### src/rtl/mem_arbiter_if.sv
// Requester-side bundle for mem_arbiter: per-channel request fields, the
// accept/complete pulses and the shared read-data return.
interface mem_arbiter_if #(
  parameter int NUM_CH = 2
) ();
  logic [NUM_CH-1:0]    req_valid;
  logic [NUM_CH-1:0]    req_write;
  logic [NUM_CH-1:0]    req_byte;
  logic [NUM_CH*32-1:0] req_addr;
  logic [NUM_CH*32-1:0] req_wdata;
  logic [NUM_CH-1:0]    req_ready;
  logic [NUM_CH-1:0]    resp_valid;
  logic [31:0]          resp_rdata;
  logic                 busy;

  modport master (
    output req_valid, req_write, req_byte, req_addr, req_wdata,
    input  req_ready, resp_valid, resp_rdata, busy
  );

  modport slave (
    input  req_valid, req_write, req_byte, req_addr, req_wdata,
    output req_ready, resp_valid, resp_rdata, busy
  );
endinterface

### src/rtl/mem_arbiter.sv
// N-channel arbiter and access sequencer for one asynchronous SRAM port:
// IDLE -> SETUP -> STROBE x (WAIT_CYCLES+1) -> DONE, with byte-lane handling.
module mem_arbiter #(
  parameter int NUM_CH      = 2,
  parameter int ADDR_W      = 20,
  parameter int WAIT_CYCLES = 1,
  parameter int RR_MODE     = 1
) (
  input  logic              clk,
  input  logic              rst,
  mem_arbiter_if.slave      bus,
  output logic [ADDR_W-1:0] mem_addr,
  output logic [31:0]       mem_wdata,
  output logic              mem_data_oe,
  input  logic [31:0]       mem_rdata,
  output logic [3:0]        mem_be_n,
  output logic              mem_ce_n,
  output logic              mem_oe_n,
  output logic              mem_we_n
);
  localparam int CH_W = (NUM_CH > 1) ? $clog2(NUM_CH) : 1;
  localparam logic [1:0] IDLE   = 2'd0;
  localparam logic [1:0] SETUP  = 2'd1;
  localparam logic [1:0] STROBE = 2'd2;
  localparam logic [1:0] DONE   = 2'd3;
  localparam logic [3:0]      WAIT_LAST = 4'(WAIT_CYCLES);
  localparam logic [CH_W-1:0] PTR_RST   = CH_W'(NUM_CH - 1);

  logic [1:0]        state_r;
  logic [3:0]        wait_cnt_r;
  logic [CH_W-1:0]   rr_ptr_r;
  logic [CH_W-1:0]   grant_r;
  logic              write_r;
  logic              byte_r;
  logic [1:0]        lane_r;
  logic [NUM_CH-1:0] resp_valid_r;
  logic [31:0]       resp_rdata_r;
  logic              busy_r;

  logic [CH_W-1:0]   grant_s;
  logic              found_s;
  logic              accept_s;
  logic [NUM_CH-1:0] req_ready_s;
  logic [NUM_CH-1:0] resp_onehot_s;
  logic [31:0]       sel_addr_s;
  logic [31:0]       sel_wdata_s;
  logic              sel_write_s;
  logic              sel_byte_s;
  logic [3:0]        be_s;
  logic [31:0]       wdata_s;
  logic [7:0]        lane_byte_s;
  logic [31:0]       read_data_s;
  logic              unused_addr_s;

  // Winner search: rotating from pointer+1 in round-robin mode, lowest index otherwise
  always_comb begin
    int               raw;
    logic [CH_W-1:0]  cand;
    logic             hit;
    found_s = 1'b0;
    grant_s = '0;
    raw     = 0;
    cand    = '0;
    hit     = 1'b0;
    if (RR_MODE != 0) begin
      for (int off = 1; off <= NUM_CH; off++) begin
        raw     = int'(rr_ptr_r) + off;
        raw     = (raw >= NUM_CH) ? (raw - NUM_CH) : raw;
        cand    = raw[CH_W-1:0];
        hit     = !found_s && bus.req_valid[cand];
        grant_s = hit ? cand : grant_s;
        found_s = found_s | hit;
      end
    end else begin
      for (int i = NUM_CH - 1; i >= 0; i--) begin
        cand    = i[CH_W-1:0];
        hit     = bus.req_valid[cand];
        grant_s = hit ? cand : grant_s;
        found_s = found_s | hit;
      end
    end
  end

  // Field mux for the winning channel plus byte-lane shaping of enables/data
  always_comb begin
    sel_addr_s  = 32'h0000_0000;
    sel_wdata_s = 32'h0000_0000;
    sel_write_s = 1'b0;
    sel_byte_s  = 1'b0;
    for (int i = 0; i < NUM_CH; i++) begin
      sel_addr_s  = (grant_s == i[CH_W-1:0]) ? bus.req_addr[i*32 +: 32]  : sel_addr_s;
      sel_wdata_s = (grant_s == i[CH_W-1:0]) ? bus.req_wdata[i*32 +: 32] : sel_wdata_s;
      sel_write_s = (grant_s == i[CH_W-1:0]) ? bus.req_write[i]          : sel_write_s;
      sel_byte_s  = (grant_s == i[CH_W-1:0]) ? bus.req_byte[i]           : sel_byte_s;
    end
    be_s    = (sel_write_s && sel_byte_s) ? ~(4'b0001 << sel_addr_s[1:0]) : 4'b0000;
    wdata_s = sel_byte_s ? {4{sel_wdata_s[7:0]}} : sel_wdata_s;
  end

  assign accept_s      = (state_r == IDLE) && found_s && !rst;
  assign req_ready_s   = accept_s ? (NUM_CH'(1) << grant_s) : '0;
  assign resp_onehot_s = NUM_CH'(1) << grant_r;
  assign lane_byte_s   = mem_rdata[{lane_r, 3'b000} +: 8];
  assign read_data_s   = write_r ? 32'h0000_0000
                       : (byte_r ? {24'h00_0000, lane_byte_s} : mem_rdata);
  assign unused_addr_s = ^sel_addr_s[31:ADDR_W+2];

  assign bus.req_ready  = req_ready_s;
  assign bus.resp_valid = resp_valid_r;
  assign bus.resp_rdata = resp_rdata_r;
  assign bus.busy       = busy_r;

  // Access sequencer; all SRAM strobes are registered so they never glitch
  always_ff @(posedge clk) begin
    if (rst) begin
      state_r      <= IDLE;
      wait_cnt_r   <= 4'd0;
      rr_ptr_r     <= PTR_RST;
      grant_r      <= '0;
      write_r      <= 1'b0;
      byte_r       <= 1'b0;
      lane_r       <= 2'd0;
      resp_valid_r <= '0;
      resp_rdata_r <= 32'h0000_0000;
      busy_r       <= 1'b0;
      mem_addr     <= '0;
      mem_wdata    <= 32'h0000_0000;
      mem_data_oe  <= 1'b0;
      mem_be_n     <= 4'b1111;
      mem_ce_n     <= 1'b1;
      mem_oe_n     <= 1'b1;
      mem_we_n     <= 1'b1;
    end else begin
      case (state_r)
        IDLE: begin
          if (accept_s) begin
            state_r     <= SETUP;
            grant_r     <= grant_s;
            rr_ptr_r    <= grant_s;
            write_r     <= sel_write_s;
            byte_r      <= sel_byte_s;
            lane_r      <= sel_addr_s[1:0];
            busy_r      <= 1'b1;
            mem_addr    <= sel_addr_s[ADDR_W+1:2];
            mem_wdata   <= wdata_s;
            mem_be_n    <= be_s;
            mem_data_oe <= sel_write_s;
            mem_ce_n    <= 1'b0;
          end
        end
        SETUP: begin
          state_r    <= STROBE;
          wait_cnt_r <= 4'd0;
          mem_oe_n   <= write_r;
          mem_we_n   <= !write_r;
        end
        STROBE: begin
          if (wait_cnt_r == WAIT_LAST) begin
            state_r      <= DONE;
            mem_oe_n     <= 1'b1;
            mem_we_n     <= 1'b1;
            resp_valid_r <= resp_onehot_s;
            resp_rdata_r <= read_data_s;
          end else begin
            wait_cnt_r <= wait_cnt_r + 4'd1;
          end
        end
        DONE: begin
          // ce_n and data_oe were held through DONE for data hold time
          state_r      <= IDLE;
          resp_valid_r <= '0;
          busy_r       <= 1'b0;
          mem_ce_n     <= 1'b1;
          mem_data_oe  <= 1'b0;
          mem_be_n     <= 4'b1111;
        end
        default: begin
          state_r      <= IDLE;
          resp_valid_r <= '0;
          busy_r       <= 1'b0;
          mem_ce_n     <= 1'b1;
          mem_oe_n     <= 1'b1;
          mem_we_n     <= 1'b1;
          mem_data_oe  <= 1'b0;
          mem_be_n     <= 4'b1111;
        end
      endcase
    end
  end
endmodule

### src/flat_wrapper.sv
// flat-port wrapper written by rule: the top's interface ports become plain ports
module mem_arbiter_flat 
#(
  parameter int NUM_CH      = 2,
  parameter int ADDR_W      = 20,
  parameter int WAIT_CYCLES = 1,
  parameter int RR_MODE     = 1
)
  (clk, rst, mem_addr, mem_wdata, mem_data_oe, mem_rdata, mem_be_n, mem_ce_n, mem_oe_n, mem_we_n, bus_req_valid, bus_req_write, bus_req_byte, bus_req_addr, bus_req_wdata, bus_req_ready, bus_resp_valid, bus_resp_rdata, bus_busy);
  mem_arbiter_if #(.NUM_CH(NUM_CH)) bus_i ();
  input  logic clk;
  input  logic rst;
  output logic [ADDR_W-1:0] mem_addr;
  output logic [31:0] mem_wdata;
  output logic mem_data_oe;
  input  logic [31:0] mem_rdata;
  output logic [3:0] mem_be_n;
  output logic mem_ce_n;
  output logic mem_oe_n;
  output logic mem_we_n;
  input wire logic [$bits(bus_i.req_valid)-1:0] bus_req_valid;
  input wire logic [$bits(bus_i.req_write)-1:0] bus_req_write;
  input wire logic [$bits(bus_i.req_byte)-1:0] bus_req_byte;
  input wire logic [$bits(bus_i.req_addr)-1:0] bus_req_addr;
  input wire logic [$bits(bus_i.req_wdata)-1:0] bus_req_wdata;
  output wire logic [$bits(bus_i.req_ready)-1:0] bus_req_ready;
  output wire logic [$bits(bus_i.resp_valid)-1:0] bus_resp_valid;
  output wire logic [$bits(bus_i.resp_rdata)-1:0] bus_resp_rdata;
  output wire logic [$bits(bus_i.busy)-1:0] bus_busy;
  assign bus_i.req_valid = bus_req_valid;
  assign bus_i.req_write = bus_req_write;
  assign bus_i.req_byte = bus_req_byte;
  assign bus_i.req_addr = bus_req_addr;
  assign bus_i.req_wdata = bus_req_wdata;
  assign bus_req_ready = bus_i.req_ready;
  assign bus_resp_valid = bus_i.resp_valid;
  assign bus_resp_rdata = bus_i.resp_rdata;
  assign bus_busy = bus_i.busy;
  mem_arbiter #(.NUM_CH(NUM_CH), .ADDR_W(ADDR_W), .WAIT_CYCLES(WAIT_CYCLES), .RR_MODE(RR_MODE)) u_core (.clk(clk), .rst(rst), .bus(bus_i), .mem_addr(mem_addr), .mem_wdata(mem_wdata), .mem_data_oe(mem_data_oe), .mem_rdata(mem_rdata), .mem_be_n(mem_be_n), .mem_ce_n(mem_ce_n), .mem_oe_n(mem_oe_n), .mem_we_n(mem_we_n));
endmodule
### config.mk
export PLATFORM = sky130hd
export DESIGN_NAME = mem_arbiter_flat
export DESIGN_NICKNAME = d
export VERILOG_FILES = /design/src/rtl/mem_arbiter_if.sv /design/src/rtl/mem_arbiter.sv /design/src/flat_wrapper.sv
export SDC_FILE = /design/constraint.sdc
export NUM_CORES = 1
export LEC_CHECK = 0
export ABC_AREA = 1
export CAP_MARGIN = 20
export CORE_ASPECT_RATIO = 1.25
export CORE_MARGIN = 2
export CORE_UTILIZATION = 25
export CTS_CLUSTER_SIZE = 28
export DETAILED_ROUTE_END_ITERATION = 8
export SLEW_MARGIN = 25
export SYNTH_ARGS = -nofsm -noshare
export SYNTH_HDL_FRONTEND = slang
export SYNTH_SLANG_ARGS = --single-unit
### constraint.sdc
create_clock -name clk -period 1.3 [get_ports clk]
set_input_delay 0.195 -clock clk [delete_from_list [all_inputs] [get_ports clk]]
set_output_delay 0.195 -clock clk [all_outputs]
set_load 0.05 [all_outputs]
# == Word level (Yosys, flattened, before mapping) ==
# Cells that the tools add are included.
# W data, S select, Z words.
# classes
bitwise_logic,2
eq_ne,7
n_mux,35
reduce_logical,18
magnitude_cmp,4
n_shift,4
add_sub_neg,5
# op_table
operator,count
$mux W32,4
$shiftx A32 B6 Y8,1
$mux W22,1
$pmux W4 S2,2
$mux W1,14
$reduce_and A2 Y1,7
$mux W4,3
$pmux W1 S2,5
$mux W2,4
$pmux W2 S4,1
$reduce_bool A2 Y1,3
$add A4 B1 Y4 const B,1
$eq A2 B2 Y1 const B,2
$eq A4 B1 Y1 const B,1
$logic_and A1 B1 Y1,4
$lt A1 B2 Y1 const B,2
$ne A2 B1 Y1 const B,2
$not A4 Y4,1
$pmux W2 S2,1
$shl A1 B1 Y2 const A,2
$shl A1 B2 Y4 const A,1
$add A1 B2 Y3 const B,1
$ge A3 B2 Y1 const B,1
$logic_not A1 Y1,3
other kinds (7),8
# totals
in_bits,168
wordCells,92
output_inout_bits,97
reg_bits,107

# == Depth between registers and ports, before layout ==
# Gate-level depths: netlist (run 1).
# depth
word_depth,14
mapped_depth,10

# == Worst setup path after synthesis (run 1) ==
# Ideal clock, no wire load.
# synth_timing
kind,register -> output
from,reg u_core.state_r[0]
to,out bus_req_ready[1]
t_arrival_ps,1799
n_path_buf,2
path_stages_with_launch,9
slack_ps,-694
cell_sequence,dfxtp_1 > inv_1 > ha_1 > inv_1 > nor2_8 > nand2_4 > buf_6 > buf_4 > nor2_1
# synth_between
elab_chain_cells,4
# synth_rtl
element,line_no,rtl
from (decl),mem_arbiter.sv:29,logic [1:0] state_r;
from (signal assigned),mem_arbiter.sv:116,state_r <= IDLE;
from (signal assigned),mem_arbiter.sv:137,state_r <= SETUP;
from (signal assigned),mem_arbiter.sv:152,state_r <= STROBE;
$logic_not A2 Y1,mem_arbiter.sv:100,assign accept_s = (state_r == IDLE) && found_s && !rst;
$logic_and A1 B1 Y1 (2 in series),mem_arbiter.sv:100,
$mux W2,mem_arbiter.sv:101,assign req_ready_s = accept_s ? (NUM_CH'(1) << grant_s) : '0;
to (decl),flat_wrapper.sv:26,output wire logic [$bits(bus_i.req_ready)-1:0] bus_req_ready;
# No other way between the ends.

# == Final worst setup path (run 1) ==
# layout_timing
from,reg u_core.state_r[1]
to,out bus_req_ready[1]
# The elaborated chain is that of the path after synthesis.

==> results of run 1 <==
[what timing repair did]
| action | CTS | global route |
|---|---|---|
| hold buffers | 0 | 0 |
| resized for setup | 113 | 75 |
| buffers inserted | 22 | 8 |
| cloned | 14 | 5 |
| pin swaps | 29 | 36 |
| setup endpoints to repair | 105 | 109 |
[state kept, by name, indices dropped and copies added (netlist names)]
| name | count |
|---|---|
| u_core.bus.resp_rdata | 32 |
| u_core.mem_wdata | 32 |
| u_core.mem_addr | 20 |
| u_core.mem_be_n | 4 |
| u_core.wait_cnt_r | 4 |
| u_core.bus.resp_valid | 2 |
| u_core.lane_r | 2 |
| u_core.state_r | 2 |
| u_core.bus.busy | 1 |
| u_core.byte_r | 1 |
| u_core.grant_r | 1 |
| u_core.mem_ce_n | 1 |
| u_core.mem_data_oe | 1 |
| u_core.mem_oe_n | 1 |
| u_core.mem_we_n | 1 |
| u_core.rr_ptr_r | 1 |
| u_core.write_r | 1 |
[where the power goes]
group          internal [mW]  switching, mW  leakage [nW]
sequential              3.84          0.621         0.875
combinational           5.06           5.13          3.71
clock                   1.36           1.31         0.132
total                   10.3           7.06          4.71
[per-stage QoR]
step           worst slack [ns]  power (mW)  instances
6_report                 -0.428        17.3       1384
5_1_grt                  -0.502        18.1       1384
4_1_cts                  -0.440        16.8       1375
3_5_place_dp             -0.424        12.1       1323
3_3_place_gp             -0.410        12.1       1323
2_1_floorplan            -0.171        8.26        807
[area by class of cell]
class                   count  share of cell area [%]
inverters                  36                    1.56
clock buffers              11                    2.24
repair buffers            337                    43.6
diodes                      1                  0.0231
clock inverters             5                   0.346
flip-flops and latches    107                    19.8
well taps                 274                    3.16
multi-input cells         613                    29.3
[worst max path at each step]
stage / to / cells after the start / startpoint
5_1_grt: bus_req_ready[1] / 8 / u_core.state_r[1]
4_1_cts: bus_req_ready[1] / 8 / u_core.state_r[1]
2_1_floorplan: bus_req_ready[1] / 8 / u_core.state_r[1]
3_5_place_dp: u_core.mem_wdata[12] / 9 / bus_req_valid[0]
3_3_place_gp: u_core.mem_wdata[12] / 9 / bus_req_valid[0]
6_report: bus_req_ready[1] / 8 / u_core.state_r[1]
[worst reg2reg max path, cell delays in order (launching register included)]
cell and delay (ns):
dfxtp_2 0.35, inv_2 0.06, ha_4 0.17, inv_4 0.08, nor2_8 0.04, buf_4 0.13
buf_6 0.11, buf_4 0.13, o21ai_0 0.41, a31oi_1 0.07
[routing by layer]
layer  GRT usage, %  share of wire [%]  up-vias
met3           5.97                8.3       39
li1               -                  -     3193
met1           20.8                 37     2955
met2           34.0                 52      217
met5              0                  0        -
met4           7.73                3.2        0
[cells by family (layout without fill, tap and decap cells)]
group	Yosys count	in the layout	share of synthesized area, %
flip-flops	107	107	40.4
XOR/XNOR	1	1	0.165
buffers and inverters	87	389	7.97
AO/OA/AOI/OAI	97	97	9.88
adder cells (fa/ha/maj)	6	6	1.42
AND/OR/NAND/NOR	509	509	40.2
other	0	1	0
[cell usage after synthesis, types with 3 or more instances]
cell	n
nor2_1	6
buf_6	4
clkbuf_1	9
nor2_2	3
nand2_2	3
a22o_1	8
nand2_4	3
a31oi_1	3
dfxtp_1	107
nand2_1	378
buf_2	29
ha_1	6
inv_1	31
nand3_1	108
o21ai_0	39
a21oi_1	41
buf_4	8
inv_2	4
nand3b_1	3
o22ai_1	4
==> summary.txt, run 1 <==
Run status
  • Status: complete, but fails checks
  • Failing checks: setup timing

Final layout
  • Fin nets: 1278
  • Most common cell after layout, fill and taps aside: nand2_1
  • Area occupied by multi-input gates: 3180 sq um
  • Area Growth Syn to Fin: 104%
  • Final core utilization: 52.1%
  • Cell area after layout: 10800 sq um
  • Most frequent cells in the layout: nand2_1 (324), clkdlybuf4s50_1 (144), buf_12 (114)
  • Share of layout cells above drive strength 1: 29.7%
  • Fillers: 1945
  • Register Area: 2150 sq um

Power
  • Power Dens Cells: 1600 nW/um^2
  • Leakage: 4.71 nW
  • Peak supply drop: 0.966 mV

Worst hold path
  • Hold Startpoint: rst
  • Hold depth: 3
  • Worst Hold Path EP: u_core.mem_addr[0]
  • Hold/Removal Path Class: in -> reg

Clocking
  • # H-tree levels: 3
  • TritonCTS clock tree: yes
  • CTS Sinks: 107
  • Clk buf depth: 2
  • Clock Tree Root: clkbuf_16
  • Clock Latency Late Sink: 0.35 ns
  • Clk slew on worst S/H paths: 0.07 ns
  • CTS buffer count: 9

STA
  • Setup TNS: -23.67 ns
  • Skew final: 0.00601 ns
  • Hold_ws: 0.168 ns
  • Worst-margin pin slew: 0.541 ns
  • Final setup violation count: 109
  • Max Slew Vio Count: 0
  • Fmax: 0.579 GHz
  • Final Hold Vio Count: 0
  • Slew HR: 63.9%
  • RSZ-0062 raised after global routing: true
  • Tmin final: 1.73 ns
  • Final Cycle Share: 133%
  • Final WS setup: -0.428 ns

Job
  • Max_cap viols: 0

Detailed routing
  • Vias: 6404
  • 1st-iter DRT viols: 229
  • DR WL/cell: 15.9 microns
  • DRC viols: 0
  • Via density per instance: 4.63
  • WL final: 22100 microns
  • DRT Pass-1 Iters: 4
  • DRT antenna net count: 0

GRT
  • All-Layer GR Usage: 19.1%
  • Largest net degree at the start of global routing: 39
  • Vias in the first global route: 6301
  • Initial antenna violation count: 1
  • Grt total ovfl: 0
  • Global-route wire length before repair: 33500 microns

Logic synthesis
  • Post-synth top flop: dfxtp_1
  • Number of synthesized flops with an enable pin: 0
  • Ranking of synthesized cells by area: dfxtp_1 (40%), nand2_1 (27%), nand3_1 (10%)
  • Async set-or-reset flop fraction in the synthesized netlist: 0%
  • #FFs+latches synth: 107
  • Syn Inst Count: 807
  • Synth area leader: dfxtp_1
  • Cell Area, Synth: 5310 sq um
  • Synth Area per Inst: 6.57 sq um
  • Library cells used by synthesis: 28
  • Syn Nets: 981
  • Sequential area share after synthesis: 40.4%
  • Syn. warnings: 0
  • Synth top area share: 40.4%

Worst setup path
  • FF-to-FF End: u_core.mem_wdata[27]
  • Reg2Reg Setup Slack: -0.37 ns
  • CP max FO: 4
  • Bufs and invs on worst path: 4
  • CP max-delay cell: dfxtp_2
  • CP delay by family, top: buffers and inverters
  • Worst path required time: 1.11 ns
  • Nature of the critical path startpoint: flip-flop
  • Reg2reg path depth: 9
  • Crit-path cells: inv_2 -> ha_4 -> inv_4 -> nor2_8 -> nand2_8 -> buf_12 -> nor2_4 -> buf_12
  • FF-to-FF Start: u_core.state_r[1]
  • Worst setup EP type: output port
  • Largest stage delay, worst path: 0.34 ns
  • Crit Path Class: reg -> out
  • Arr. time, crit path: 1.53 ns
  • Crit path top cell by count: buf_12

Floorplan
  • Die Wd: 134 microns
  • Die Y: 167 microns
  • Core Region: 20800 sq um
  • Top Ports: 265
  • Rows: 59
  • Starting density of the core: 25.5%
  • Die area: 22400 sq um

Place
  • RePlAce Congestion: 0.857
  • Placed Area: 9280 sq um
  • Hpwl dp: 15700 microns
  • Port-buffer cells: 244
Power figures use the tool's default switching activity.
==> run 2, diff against run 1 <==
--- a/config.mk
+++ b/config.mk
@@ -9,9 +9,10 @@
 export CAP_MARGIN = 20
 export CORE_ASPECT_RATIO = 1.25
 export CORE_MARGIN = 2
-export CORE_UTILIZATION = 25
+export CORE_UTILIZATION = 37
 export CTS_CLUSTER_SIZE = 28
 export DETAILED_ROUTE_END_ITERATION = 8
+export PLACE_DENSITY = 0.78
 export SLEW_MARGIN = 25
 export SYNTH_ARGS = -nofsm -noshare
 export SYNTH_HDL_FRONTEND = slang
==> summary.txt, run 2 (synthesized netlist as in run 1, its figures left out) <==
Detailed routing
  • DRT antenna net count: 0
  • WL final: 22700 microns
  • DR WL/cell: 17.6 microns
  • DRC viols: 0
  • DRT Pass-1 Iters: 6
  • Vias: 6725
  • 1st-iter DRT viols: 377
  • Highest routed layer: met4
  • Via density per instance: 5.21
  • Met1 wire length: 7910 microns
  • Met3 WL: 1590 microns
  • Met2 WL: 12200 microns

Worst setup path
  • Worst path required time: 1.11 ns
  • Reg2Reg Setup Slack: -0.33 ns
  • Worst setup endpoint: bus_req_ready[0]
  • CP max-delay cell: dfxtp_2
  • Worst setup EP type: output port
  • CP delay by family, top: buffers and inverters
  • Crit path top cell by count: nand2_4
  • CP Depth: 9
  • Nature of the critical path startpoint: flip-flop
  • FF-to-FF End: u_core.mem_wdata[5]
  • CP startpoint: u_core.state_r[0]
  • Reg2reg path depth: 10
  • Arr. time, crit path: 1.52 ns
  • FF-to-FF Start: u_core.state_r[0]
  • CP max FO: 3
  • Crit Path Class: reg -> out
  • Largest stage delay, worst path: 0.34 ns
  • Bufs and invs on worst path: 5
  • Crit-path cells: inv_2 -> ha_4 -> inv_4 -> nor2_8 -> nand2_4 -> clkinv_4 -> nand2_4 -> clkinvlp_4 -> buf_12

STA
  • Fmax: 0.583 GHz
  • Slew HR: 58.6%
  • Final WS setup: -0.417 ns
  • Setup TNS: -25.68 ns
  • RSZ-0062 raised after global routing: true
  • Final Hold Vio Count: 0
  • Final setup violation count: 109
  • Final Cycle Share: 132%
  • Tmin final: 1.72 ns
  • Worst-margin pin slew: 0.622 ns
  • Max Slew Vio Count: 0
  • Skew final: 0.00770 ns

Clocking
  • Clock Tree Root: clkbuf_16
  • Clock Latency Late Sink: 0.34 ns
  • Clk buf depth: 2
  • CTS Sinks: 107
  • # H-tree levels: 3
  • CTS buffer count: 9
  • TritonCTS clock tree: yes
  • Clk slew on worst S/H paths: 0.07 ns
  • Hold Buf Count CTS: 0

Final layout
  • Final core utilization: 78.1%
  • Area Growth Syn to Fin: 105%
  • Inserted Diodes: 0
  • Most common cell after layout, fill and taps aside: nand2_1
  • Fin nets: 1284
  • Share of layout cells above drive strength 1: 33.8%
  • Cell area after layout: 10900 sq um
  • Most frequent cells in the layout: nand2_1 (309), clkdlybuf4s50_1 (146), buf_12 (112)

Floorplan
  • Die Wd: 111 microns
  • Die area: 15300 sq um
  • Rows: 48
  • Starting density of the core: 38.1%
  • Die Y: 138 microns
  • Core Region: 13900 sq um
  • Top Ports: 265

GRT
  • All-Layer GR Usage: 25.8%
  • Initial antenna violation count: 0
  • Largest net degree at the start of global routing: 41
  • Vias in the first global route: 6371
  • Global-route wire length before repair: 31500 microns
  • Grt total ovfl: 0

Place
  • RePlAce Congestion: 0.857
  • Port-buffer cells: 244
  • Placed Area: 9340 sq um
  • Hpwl dp: 14900 microns

Power
  • Power Dens Cells: 1600 nW/um^2
  • Pwr Total: 17.4 mW
  • Leakage: 4.88 nW
  • Peak supply drop: 0.958 mV

Run status
  • Failing checks: setup timing
  • Status: complete, but fails checks

Worst hold path
  • Hold/Removal Path Class: in -> reg

Job
  • Max_cap viols: 0
[run 2: cell count changes in the layout (fill, tap and decap cells not counted), sizes merged]
cell / change
dlymetal6s2s: -1
buf: +5
clkinvlp: +1
inv: -3
bufinv: +1
diode: -1
clkinv: +1
clkdlybuf4s50: +2
[run 2: worst min-delay path by stage]
stage	cells past startpoint	startpoint	end
after CTS	3	mem_rdata[29]	u_core.bus.resp_rdata[29]
final	3	mem_rdata[27]	u_core.bus.resp_rdata[27]
after global placement	2	u_core.grant_r	u_core.bus.resp_valid[1]
after floorplan	2	mem_rdata[27]	u_core.bus.resp_rdata[27]
after global routing	3	mem_rdata[9]	u_core.bus.resp_rdata[9]
after detailed placement	2	u_core.mem_wdata[24]	u_core.mem_wdata[24]
[run 2: power by group]
part,internal (mW),leakage (nW),switching [mW],total [mW]
Clock,1.61,0.144,1.29,2.89
Combinational,4.73,3.86,5.25,9.98
Sequential,3.84,0.875,0.723,4.56
[run 2: routing by layer]
metal	vias to the layer above	GRT usage (%)
met2	356	49.7
li1	3198	-
met3	65	6.21
met5	-	0
met1	3106	26.7
met4	0	11.8
[run 2: what timing repair did]
item,CTS,global route
pin swaps,10,75
setup buffers,14,11
endpoints found under the setup margin,105,109
resized for setup,61,197
gates cloned,5,6
[run 2: through the flow]
step / cells / hold WS (ns) / setup slack (ns)
2_1_floorplan: 807 / 0.359 / -0.171
3_3_place_gp: 1243 / 0.463 / -0.425
3_5_place_dp: 1243 / 0.478 / -0.470
4_1_cts: 1277 / 0.441 / -0.414
5_1_grt: 1290 / 0.457 / -0.466
6_report: 1290 / 0.448 / -0.417
[run 2: cell type report]
class / instances / area [sq um]
Clock buffer: 11 / 253
Tap cell: 175 / 219
Fill cell: 869 / 3050
Clock inverter: 5 / 61.3
Inverter: 36 / 174
Timing Repair Buffer: 343 / 4590
Multi-Input combinational cell: 613 / 3450
Sequential cell: 107 / 2150
[run 2: tightest hold or removal path, stage by stage]
cell	delay, ns
clkdlybuf4s50_1	0.41
nand3_1	0.08
o21ai_1	0.05
